==> config.mk <==
export PLATFORM = sky130hd
export DESIGN_NAME = csel_adder_pipe_flat
export DESIGN_NICKNAME = d
export VERILOG_FILES = /design/src/rtl/csel_adder_pipe_pkg.sv /design/src/rtl/csel_adder_pipe_if.sv /design/src/rtl/csel_adder_pipe_csel_block.sv /design/src/rtl/csel_adder_pipe_fa.sv /design/src/rtl/csel_adder_pipe.sv /design/src/flat_wrapper.sv
export SDC_FILE = /design/constraint.sdc
export NUM_CORES = 1
export LEC_CHECK = 0
export ABC_AREA = 1
export CAP_MARGIN = 20
export CORE_ASPECT_RATIO = 0.8
export CORE_MARGIN = 8
export CORE_UTILIZATION = 50
export CTS_CLUSTER_DIAMETER = 30
export DETAILED_ROUTE_END_ITERATION = 8
export PLACE_DENSITY = 0.88
export SYNTH_ARGS = -nofsm -noshare
export SYNTH_HDL_FRONTEND = slang
export SYNTH_HIERARCHICAL = 1
export SYNTH_SLANG_ARGS = --single-unit
==> constraint.sdc <==
create_clock -name clk -period 2.3 [get_ports clk]
set_input_delay 0.46 -clock clk [delete_from_list [all_inputs] [get_ports clk]]
set_output_delay 0.46 -clock clk [all_outputs]
set_load 0.03 [all_outputs]
==> src/rtl/csel_adder_pipe_pkg.sv <==
// Shared defaults and configuration check for the carry-select adder pipeline.
package csel_adder_pipe_pkg;

  localparam int unsigned DefWidth = 16;
  localparam int unsigned DefBlk   = 4;

  // True when the width splits into whole blocks of at least one bit.
  function automatic bit blk_cfg_ok(int unsigned width, int unsigned blk);
    if (blk < 1) return 1'b0;
    return (width % blk == 0) && (width >= blk);
  endfunction

endpackage

==> src/rtl/csel_adder_pipe_if.sv <==
// Operand/result handshake bundle for csel_adder_pipe.
interface csel_adder_pipe_if #(
  parameter int unsigned WIDTH = 16
) ();

  logic             in_valid;
  logic             in_ready;
  logic [WIDTH-1:0] a;
  logic [WIDTH-1:0] b;
  logic             cin;
  logic             sub;
  logic             out_valid;
  logic             out_ready;
  logic [WIDTH-1:0] sum;
  logic             cout;
  logic             ovf;

  // Producer/consumer side driving operands and accepting results.
  modport master (
    output in_valid, a, b, cin, sub, out_ready,
    input  in_ready, out_valid, sum, cout, ovf
  );

  // Adder side.
  modport slave (
    input  in_valid, a, b, cin, sub, out_ready,
    output in_ready, out_valid, sum, cout, ovf
  );

endinterface

==> src/rtl/csel_adder_pipe_csel_block.sv <==
// Carry-select block: sums a BLK-bit slice for both possible carry-ins.
module csel_block #(
  parameter int unsigned BLK = 4
) (
  input  logic [BLK-1:0] a_i,
  input  logic [BLK-1:0] b_i,
  output logic [BLK-1:0] s0_o,
  output logic [BLK-1:0] s1_o,
  output logic           c0_o,
  output logic           c1_o
);

  logic [BLK:0] carry0;
  logic [BLK:0] carry1;

  assign carry0[0] = 1'b0;
  assign carry1[0] = 1'b1;

  for (genvar i = 0; i < BLK; i++) begin : g_bit
    fa u_fa0 (
      .a_i (a_i[i]),
      .b_i (b_i[i]),
      .c_i (carry0[i]),
      .s_o (s0_o[i]),
      .c_o (carry0[i+1])
    );
    fa u_fa1 (
      .a_i (a_i[i]),
      .b_i (b_i[i]),
      .c_i (carry1[i]),
      .s_o (s1_o[i]),
      .c_o (carry1[i+1])
    );
  end

  assign c0_o = carry0[BLK];
  assign c1_o = carry1[BLK];

endmodule

==> src/rtl/csel_adder_pipe_fa.sv <==
// One-bit full adder cell.
module fa (
  input  logic a_i,
  input  logic b_i,
  input  logic c_i,
  output logic s_o,
  output logic c_o
);

  assign s_o = a_i ^ b_i ^ c_i;
  assign c_o = (a_i & b_i) | (a_i & c_i) | (b_i & c_i);

endmodule

==> src/rtl/csel_adder_pipe.sv <==
// Two-stage pipelined carry-select adder/subtractor with valid/ready on both sides.
// Stage 1 precomputes per-block sums for both carry-ins; stage 2 resolves the block
// carry chain through muxes and registers the result.
module csel_adder_pipe
  import csel_adder_pipe_pkg::*;
#(
  parameter int unsigned WIDTH = DefWidth,
  parameter int unsigned BLK   = DefBlk
) (
  input  logic             clk,
  input  logic             rst,
  csel_adder_pipe_if.slave bus_io
);

  localparam int unsigned NBLK = WIDTH / BLK;

  if (!blk_cfg_ok(WIDTH, BLK)) begin : g_cfg_err
    $fatal(1, "csel_adder_pipe: WIDTH must be a non-zero multiple of BLK >= 1");
  end

  logic             en1, en2, accept;
  logic [WIDTH-1:0] b_eff;
  logic             c_eff;

  logic             s1_valid_q;
  logic [BLK-1:0]   lo_sum_d, lo_sum_q;
  logic             lo_c_q;
  logic [BLK:0]     lo_carry;
  logic             a_msb_q, beff_msb_q;

  logic [NBLK-1:0]  sel;
  logic [WIDTH-1:0] res;
  logic             ovf_d;

  logic             out_valid_q;
  logic [WIDTH-1:0] sum_q;
  logic             cout_q, ovf_q;

  // Handshake enables and effective operands; subtract forces carry-in to 1.
  always_comb begin
    en2    = !out_valid_q || bus_io.out_ready;
    en1    = !s1_valid_q || en2;
    accept = bus_io.in_valid && en1;
    b_eff  = bus_io.sub ? ~bus_io.b : bus_io.b;
    c_eff  = bus_io.sub | bus_io.cin;
  end

  assign bus_io.in_ready = en1;

  // Block 0 sees the real carry-in, so a single ripple chain suffices.
  assign lo_carry[0] = c_eff;
  for (genvar i = 0; i < BLK; i++) begin : g_lo
    fa u_fa (
      .a_i (bus_io.a[i]),
      .b_i (b_eff[i]),
      .c_i (lo_carry[i]),
      .s_o (lo_sum_d[i]),
      .c_o (lo_carry[i+1])
    );
  end

  // Stage 1 control and block-0/MSB capture; data only loads on an accepted operand.
  always_ff @(posedge clk or posedge rst) begin
    if (rst) begin
      s1_valid_q <= 1'b0;
      lo_sum_q   <= '0;
      lo_c_q     <= 1'b0;
      a_msb_q    <= 1'b0;
      beff_msb_q <= 1'b0;
    end else if (en1) begin
      s1_valid_q <= accept;
      if (accept) begin
        lo_sum_q   <= lo_sum_d;
        lo_c_q     <= lo_carry[BLK];
        a_msb_q    <= bus_io.a[WIDTH-1];
        beff_msb_q <= b_eff[WIDTH-1];
      end
    end
  end

  assign sel[0]        = lo_c_q;
  assign res[BLK-1:0]  = lo_sum_q;

  if (NBLK > 1) begin : g_sel
    logic [WIDTH-1:BLK] hi0_d, hi1_d, hi0_q, hi1_q;
    logic [NBLK-1:1]    c0_d, c1_d, c0_q, c1_q;

    for (genvar k = 1; k < NBLK; k++) begin : g_blk
      csel_block #(
        .BLK (BLK)
      ) u_blk (
        .a_i  (bus_io.a[k*BLK +: BLK]),
        .b_i  (b_eff[k*BLK +: BLK]),
        .s0_o (hi0_d[k*BLK +: BLK]),
        .s1_o (hi1_d[k*BLK +: BLK]),
        .c0_o (c0_d[k]),
        .c1_o (c1_d[k])
      );

      // Carry select: the previous block's resolved carry picks this block's pair.
      assign sel[k]              = sel[k-1] ? c1_q[k] : c0_q[k];
      assign res[k*BLK +: BLK]   = sel[k-1] ? hi1_q[k*BLK +: BLK] : hi0_q[k*BLK +: BLK];
    end

    // Stage 1 capture of the speculative upper-block results.
    always_ff @(posedge clk or posedge rst) begin
      if (rst) begin
        hi0_q <= '0;
        hi1_q <= '0;
        c0_q  <= '0;
        c1_q  <= '0;
      end else if (accept) begin
        hi0_q <= hi0_d;
        hi1_q <= hi1_d;
        c0_q  <= c0_d;
        c1_q  <= c1_d;
      end
    end
  end

  assign ovf_d = (a_msb_q == beff_msb_q) && (res[WIDTH-1] != a_msb_q);

  // Stage 2 output register; holds while the consumer stalls.
  always_ff @(posedge clk or posedge rst) begin
    if (rst) begin
      out_valid_q <= 1'b0;
      sum_q       <= '0;
      cout_q      <= 1'b0;
      ovf_q       <= 1'b0;
    end else if (en2) begin
      out_valid_q <= s1_valid_q;
      if (s1_valid_q) begin
        sum_q  <= res;
        cout_q <= sel[NBLK-1];
        ovf_q  <= ovf_d;
      end
    end
  end

  assign bus_io.out_valid = out_valid_q;
  assign bus_io.sum       = sum_q;
  assign bus_io.cout      = cout_q;
  assign bus_io.ovf       = ovf_q;

endmodule

==> src/flat_wrapper.sv <==
// flat-port wrapper written by rule: the top's interface ports become plain ports
module csel_adder_pipe_flat import csel_adder_pipe_pkg::*;
#(
  parameter int unsigned WIDTH = DefWidth,
  parameter int unsigned BLK   = DefBlk
)
  (clk, rst, bus_io_in_valid, bus_io_a, bus_io_b, bus_io_cin, bus_io_sub, bus_io_out_ready, bus_io_in_ready, bus_io_out_valid, bus_io_sum, bus_io_cout, bus_io_ovf);
  csel_adder_pipe_if #(.WIDTH(WIDTH)) bus_io_i ();
  input  logic clk;
  input  logic rst;
  input wire logic [$bits(bus_io_i.in_valid)-1:0] bus_io_in_valid;
  input wire logic [$bits(bus_io_i.a)-1:0] bus_io_a;
  input wire logic [$bits(bus_io_i.b)-1:0] bus_io_b;
  input wire logic [$bits(bus_io_i.cin)-1:0] bus_io_cin;
  input wire logic [$bits(bus_io_i.sub)-1:0] bus_io_sub;
  input wire logic [$bits(bus_io_i.out_ready)-1:0] bus_io_out_ready;
  output wire logic [$bits(bus_io_i.in_ready)-1:0] bus_io_in_ready;
  output wire logic [$bits(bus_io_i.out_valid)-1:0] bus_io_out_valid;
  output wire logic [$bits(bus_io_i.sum)-1:0] bus_io_sum;
  output wire logic [$bits(bus_io_i.cout)-1:0] bus_io_cout;
  output wire logic [$bits(bus_io_i.ovf)-1:0] bus_io_ovf;
  assign bus_io_i.in_valid = bus_io_in_valid;
  assign bus_io_i.a = bus_io_a;
  assign bus_io_i.b = bus_io_b;
  assign bus_io_i.cin = bus_io_cin;
  assign bus_io_i.sub = bus_io_sub;
  assign bus_io_i.out_ready = bus_io_out_ready;
  assign bus_io_in_ready = bus_io_i.in_ready;
  assign bus_io_out_valid = bus_io_i.out_valid;
  assign bus_io_sum = bus_io_i.sum;
  assign bus_io_cout = bus_io_i.cout;
  assign bus_io_ovf = bus_io_i.ovf;
  csel_adder_pipe #(.WIDTH(WIDTH), .BLK(BLK)) u_core (.clk(clk), .rst(rst), .bus_io(bus_io_i));
endmodule
Word level (Yosys, flattened, before mapping)
Index checks and enable logic that the tools add are counted.
W data, S select, Z words.
{"block": "totals", "register_bits": 57, "input_bits": 38, "output_inout_bits": 20, "elab_cells": 183}
{"block": "classes", "eq_ne": 2, "muxes": 7, "bitwise_logic": 153, "n_reduce_logical": 8}
{"operator": "$and A1 B1 Y1", "n": 60}
{"operator": "$or A1 B1 Y1", "n": 51}
{"operator": "$xor A1 B1 Y1", "n": 38}
{"operator": "$mux W16", "n": 1}
{"operator": "$not A16 Y16", "n": 1}
{"operator": "$mux W4", "n": 3}
{"operator": "$reduce_and A2 Y1", "n": 2}
{"operator": "$mux W1", "n": 3}
{"operator": "$not A1 Y1", "n": 3}
{"operator": "$logic_and A1 B1 Y1", "n": 2}
{"operator": "$logic_not A1 Y1", "n": 2}
{"operator": "$logic_or A1 B1 Y1", "n": 2}
{"operator": "$eq A1 B1 Y1", "n": 1}
{"operator": "$ne A1 B1 Y1", "n": 1}

Depth between registers and ports, before layout
{"block": "depth", "word_depth": 14, "depth_mapped": 9, "mapped_depth_nobuf": 9}

Hierarchy
Netlist, hierarchy kept.
{"mod": "csel_adder_pipe", "n_inst": 1, "cells_each": 289, "area_per_inst_um2": 2518.7, "seq_area_each_um2": 1426.4}
{"mod": "fa", "n_inst": 28, "cells_each": 1, "area_per_inst_um2": 20.0, "seq_area_each_um2": 0.0}
{"mod": "csel_block", "n_inst": 3, "cells_each": 2, "area_per_inst_um2": 7.5, "seq_area_each_um2": 0.0}

Worst setup path before layout
No wires, ideal clock.
{"block": "synth_timing", "path_kind": "in2reg", "start": "input bus_io_sub", "end": "register u_core/g_sel.hi0_q[15] (netlist name)", "setup_ns": 0.131, "t_arrival_ns": 2.729, "path_slack_ns": -0.560, "stages": 9, "path_buffers": 2, "path_cell_list": "buf_2 buf_4 xor2_1 fa_1 fa_1 fa_1 fa_1 nand2_1 o21ai_0"}
{"block": "synth_via", "elab_chain_cells": 9}
{"element": "start: declaration", "line": "flat_wrapper.sv:15", "text": "input wire logic [$bits(bus_io_i.sub)-1:0] bus_io_sub;"}
{"element": "$mux W16 *", "line": "csel_adder_pipe.sv:44", "text": "b_eff = bus_io.sub ? ~bus_io.b : bus_io.b;"}
{"element": "net u_core.b_eff[12]", "line": "csel_adder_pipe.sv:22", "text": "logic [WIDTH-1:0] b_eff;"}
{"element": "$and A1 B1 Y1 *", "line": "csel_adder_pipe_fa.sv:11", "text": "assign c_o = (a_i & b_i) | (a_i & c_i) | (b_i & c_i);"}
{"element": "net u_core.g_sel.g_blk[3].u_blk.carry0[1]", "line": "csel_adder_pipe_csel_block.sv:13", "text": "logic [BLK:0] carry0;"}
{"element": "$and A1 B1 Y1", "line": "csel_adder_pipe_fa.sv:11"}
{"element": "$or A1 B1 Y1", "line": "csel_adder_pipe_fa.sv:11"}
{"element": "$or A1 B1 Y1 *", "line": "csel_adder_pipe_fa.sv:11"}
{"element": "net u_core.g_sel.g_blk[3].u_blk.carry0[2]", "line": "csel_adder_pipe_csel_block.sv:13"}
{"element": "$and A1 B1 Y1", "line": "csel_adder_pipe_fa.sv:11"}
{"element": "$or A1 B1 Y1", "line": "csel_adder_pipe_fa.sv:11"}
{"element": "$or A1 B1 Y1 *", "line": "csel_adder_pipe_fa.sv:11"}
{"element": "net u_core.g_sel.g_blk[3].u_blk.carry0[3]", "line": "csel_adder_pipe_csel_block.sv:13"}
{"element": "$xor A1 B1 Y1 *", "line": "csel_adder_pipe_fa.sv:10", "text": "assign s_o = a_i ^ b_i ^ c_i;"}
{"element": "net u_core.g_sel.hi0_d (one bit)", "line": "csel_adder_pipe.sv:85", "text": "logic [WIDTH-1:BLK] hi0_d, hi1_d, hi0_q, hi1_q;"}
{"element": "end signal: assignment", "line": "csel_adder_pipe.sv:113", "text": "hi0_q <= hi0_d;"}
{"element": "end: declaration", "line": "csel_adder_pipe.sv:85"}
Mark *: on every way through the listed nets, which the timed path passes. The rest lies on a longest branch.
A chain may end at the register's enable or synchronous reset.

Worst setup path in the final report
{"block": "layout_timing", "start": "input bus_io_sub", "end": "register u_core/g_sel.hi1_q[11] (netlist name)"}
{"block": "layout_via", "elab_chain_cells": 11}
{"element": "$mux W16 *", "line": "csel_adder_pipe.sv:44"}
{"element": "net u_core.b_eff[8]", "line": "csel_adder_pipe.sv:22"}
{"element": "$and A1 B1 Y1", "line": "csel_adder_pipe_fa.sv:11"}
{"element": "$or A1 B1 Y1", "line": "csel_adder_pipe_fa.sv:11"}
{"element": "$or A1 B1 Y1 *", "line": "csel_adder_pipe_fa.sv:11"}
{"element": "net u_core.g_sel.g_blk[2].u_blk.carry1[1]", "line": "csel_adder_pipe_csel_block.sv:14", "text": "logic [BLK:0] carry1;"}
{"element": "$and A1 B1 Y1", "line": "csel_adder_pipe_fa.sv:11"}
{"element": "$or A1 B1 Y1", "line": "csel_adder_pipe_fa.sv:11"}
{"element": "$or A1 B1 Y1 *", "line": "csel_adder_pipe_fa.sv:11"}
{"element": "net u_core.g_sel.g_blk[2].u_blk.carry1[2]", "line": "csel_adder_pipe_csel_block.sv:14"}
{"element": "$and A1 B1 Y1", "line": "csel_adder_pipe_fa.sv:11"}
{"element": "$or A1 B1 Y1", "line": "csel_adder_pipe_fa.sv:11"}
{"element": "$or A1 B1 Y1 *", "line": "csel_adder_pipe_fa.sv:11"}
{"element": "net u_core.g_sel.g_blk[2].u_blk.carry1[3]", "line": "csel_adder_pipe_csel_block.sv:14"}
{"element": "$xor A1 B1 Y1 *", "line": "csel_adder_pipe_fa.sv:10"}
{"element": "net u_core.g_sel.hi1_d (one bit)", "line": "csel_adder_pipe.sv:85"}
{"element": "end signal: assignment", "line": "csel_adder_pipe.sv:114", "text": "hi1_q <= hi1_d;"}
{"element": "end: declaration", "line": "csel_adder_pipe.sv:85"}
Marks and branches as above.

==> results.yml <==
status:
  status: "finished with violations"
  violations: "setup timing"
cts:
  clk_path_buf_depth: 2
  clk_latency_ns: 0.34
  cts_tree: "yes"
  root_buffer: "clkbuf_8"
  cts_sinks: 57
  cts_buffers: 9
  clk_pin_slew_ns: 0.06
  cts_max_level: 3
layout:
  fill_cells: 434
  final_nets: 463
  fin_area_um2: 4210
  ff_latch_area_um2: 1430
  final_common_cell: "nand2_1"
  multi_input_area_um2: 1670
  layout-drive-gt1-share_pct: 21.4
  syn2layout_area_growth_pct: 35.6
  antennaDiodeCount: 0
  layout_common_cells: "nand2_1 (123), dfrtp_1 (57), clkdlybuf4s50_1 (47)"
route:
  drc_errors: 0
  vias_per_cell: 4.92
  ant_nets: 0
  top_layer: "met4"
  routedWlPerCell_um: 14.9
  first_iter_violations: 76
  wl_met2_um: 3770
  dr_wl_met3_um: 438
  first_pass_iters: 4
  met1Wirelength_um: 2850
  vias: 2375
  wirelength_um: 7220
placed_design:
  post_dp_cell_area_um2: 3920
  io_buffers: 57
  gp_congestion: 0.777
  dp_hpwl_um: 5240
global_route:
  antenna_found_initial: 0
  globalRoute.totalOverflow: 0
  grt_start_max_net_pins: 36
  grt_pass1_vias: 2669
  grt_first_pass_wirelength_um: 12400
  grt_usage_pct: 17.6
floorplanning:
  initial_core_util_pct: 52.2
  fp.dieH_um: 86.4
  row_count: 25
  dieWidth_um: 104
  core_area_um2: 5940
  dieArea_um2: 9000
  ios: 58
pwr:
  total_power_mw: 3.93
  p_leak_nw: 1.97
  ir_drop_uv: 385
  power_density_nw_per_um2: 936
sta:
  fin_crit_ns: 2.55
  rsz0062_at_grt: "yes"
  worst_pin_slew_ns: 0.500
  setup_viol: 10
  hold_slack_ns: 0.477
  finalSetupTns_ns: -1.37
  skew_ns: 0.00651
  slew_headroom_pct: 66.6
  slew_viol_final: 0
  min_period_over_period_pct: 111
  fin_ws_ns: -0.248
  hold_viol_final: 0
  max_freq_ghz: 0.392
synthesis:
  netlist_area_um2: 3100
  yosys.area.top_type: "dfrtp_1"
  syn-num-nets: 389
  syn_area_per_cell_um2: 9.60
  synth_cells: 323
  netlist.area_leader.share_pct: 46.0
  ys_seq_elements: 57
  yosys.cell_types.count: 21
  ys_warn_count: 6
  ys_top_cells_by_area: "dfrtp_1 (46%), fa_1 (18%), nand2_1 (15%), xor2_1 (4.5%), o21ai_0 (2.9%)"
  ys_seq_area_share_pct: 46.0
run:
  max_cap_viol_count: 0
setup_path:
  cp_cell_sequence: "buf_12 -> buf_8 -> buf_6 -> xor2_4 -> buf_4 -> fa_2 -> fa_2 -> fa_2 -> fa_2 -> nand2_1 -> nand2_1"
  end_kind: "flop"
  rrSetupSlack_ns: 0.94
  cpPeakStageDelay_ns: 0.53
  crit_family: "adder cells"
  path_max_fanout: 5
  cp.arrival_ns: 2.83
  cpMaxStageDelayCell: "fa_2"
  crit_buf_inv: 4
  critPathKind: "input port to flop"
  worstSetupStartpointType: "input port"
  cp_common_cell: "fa_2"
  critPathRequiredTime_ns: 2.58
worst_hold_path:
  hold_path.class: "input port to asynchronous set/reset pin"
## layout make-up
cell class,count,share of cell area (%)
well taps,81,2.41
multi-input cells,237,39.8
flip-flops and latches,57,33.9
inverters,16,1.49
clock inverters,2,0.238
clock buffers,14,4.34
repair buffers,76,17.8
## kinds of logic (layout without fill, tap and decap cells)
family	Yosys count	in the layout	synth area share [%]
XOR/XNOR	16	16	4.52
AO/OA/AOI/OAI	34	34	5.77
buffers and inverters	29	108	4.56
AND/OR/NAND/NOR	153	153	20.4
other	6	6	0.726
flip-flops	57	57	46.0
adder cells (fa/ha/maj)	28	28	18.1
## layer usage
metal  global-route usage (%)  vias to the layer above
met5                        0                        -
met4                     8.78                        0
met3                     6.89                       13
met2                     30.5                       68
met1                     18.5                     1170
li1                         -                     1124
## worst register-to-register path: stages, from the launching register on
cell and delay (ns):
dfrtp_1 0.40, nand3_1 0.15, nand2_1 0.09, inv_1 0.08, buf_4 0.32, nand2_1 0.13
o21ai_1 0.11
## power by group
part | switching [mW] | leakage, nW | internal (mW)
Clock | 0.377 | 0.102 | 0.505
Combinational | 0.911 | 1.17 | 0.651
Sequential | 0.179 | 0.695 | 1.31
Total | 1.47 | 1.97 | 2.47
## registers in the layout, indices dropped and copies added, names as in the netlist
signal / cells
u_core/s1_valid_q: 1
u_core/bus_io.sum: 16
u_core/bus_io.out_valid: 1
u_core/lo_c_q: 1
u_core/bus_io.ovf: 1
u_core/g_sel.hi0_q: 12
u_core/g_sel.c1_q: 3
u_core/g_sel.hi1_q: 12
u_core/beff_msb_q: 1
u_core/g_sel.c0_q: 3
u_core/bus_io.cout: 1
u_core/a_msb_q: 1
u_core/lo_sum_q: 4
## synthesized netlist by cell type
cell type and n:
a31oi_1 4, buf_2 6, buf_4 6, clkbuf_1 1
conb_1 6, dfrtp_1 57, fa_1 28, inv_1 14
inv_2 1, inv_4 1, nand2_1 126, nand2_2 3
nand2_4 2, nand3_1 4, nand3_2 4, nor2_1 12
o21ai_0 18, o21ai_1 11, o21ai_2 1, or2_2 2
xor2_1 16
## path summary, 6_finish.rpt
| path | depth (start not counted) | end | start |
|---|---|---|---|
| min reg2reg | 2 | u_core/bus_io.sum[3] | u_core/lo_sum_q[3] |
| min | 2 | u_core/s1_valid_q | rst |
| min in group clk | 2 | u_core/bus_io.sum[3] | u_core/lo_sum_q[3] |
| max reg2reg | 6 | u_core/lo_sum_q[0] | u_core/bus_io.out_valid |
| max | 11 | u_core/g_sel.hi1_q[11] | bus_io_sub |
| max in group asynchronous | 3 | u_core/g_sel.hi0_q[4] | rst |
## repair_timing
| item | 4_1_cts | 5_1_grt |
|---|---|---|
| cloned | 0 | 0 |
| pin swaps | 8 | 11 |
| resized for setup | 23 | 10 |
| buffers inserted | 3 | 4 |
| endpoints found under the setup margin | 21 | 15 |
| hold buffers | 0 | 0 |
## metrics by stage
| step | instances | setup WS, ns | util, % |
|---|---|---|---|
| 2_1_floorplan | 323 | -0.203 | - |
| 3_3_place_gp | 461 | -0.809 | 65.9 |
| 3_5_place_dp | 461 | -0.876 | 65.9 |
| 4_1_cts | 480 | -0.262 | 70.1 |
| 5_1_grt | 483 | -0.286 | 70.8 |
| 6_report | 483 | -0.248 | 70.8 |
Power figures use the tool's default switching activity.
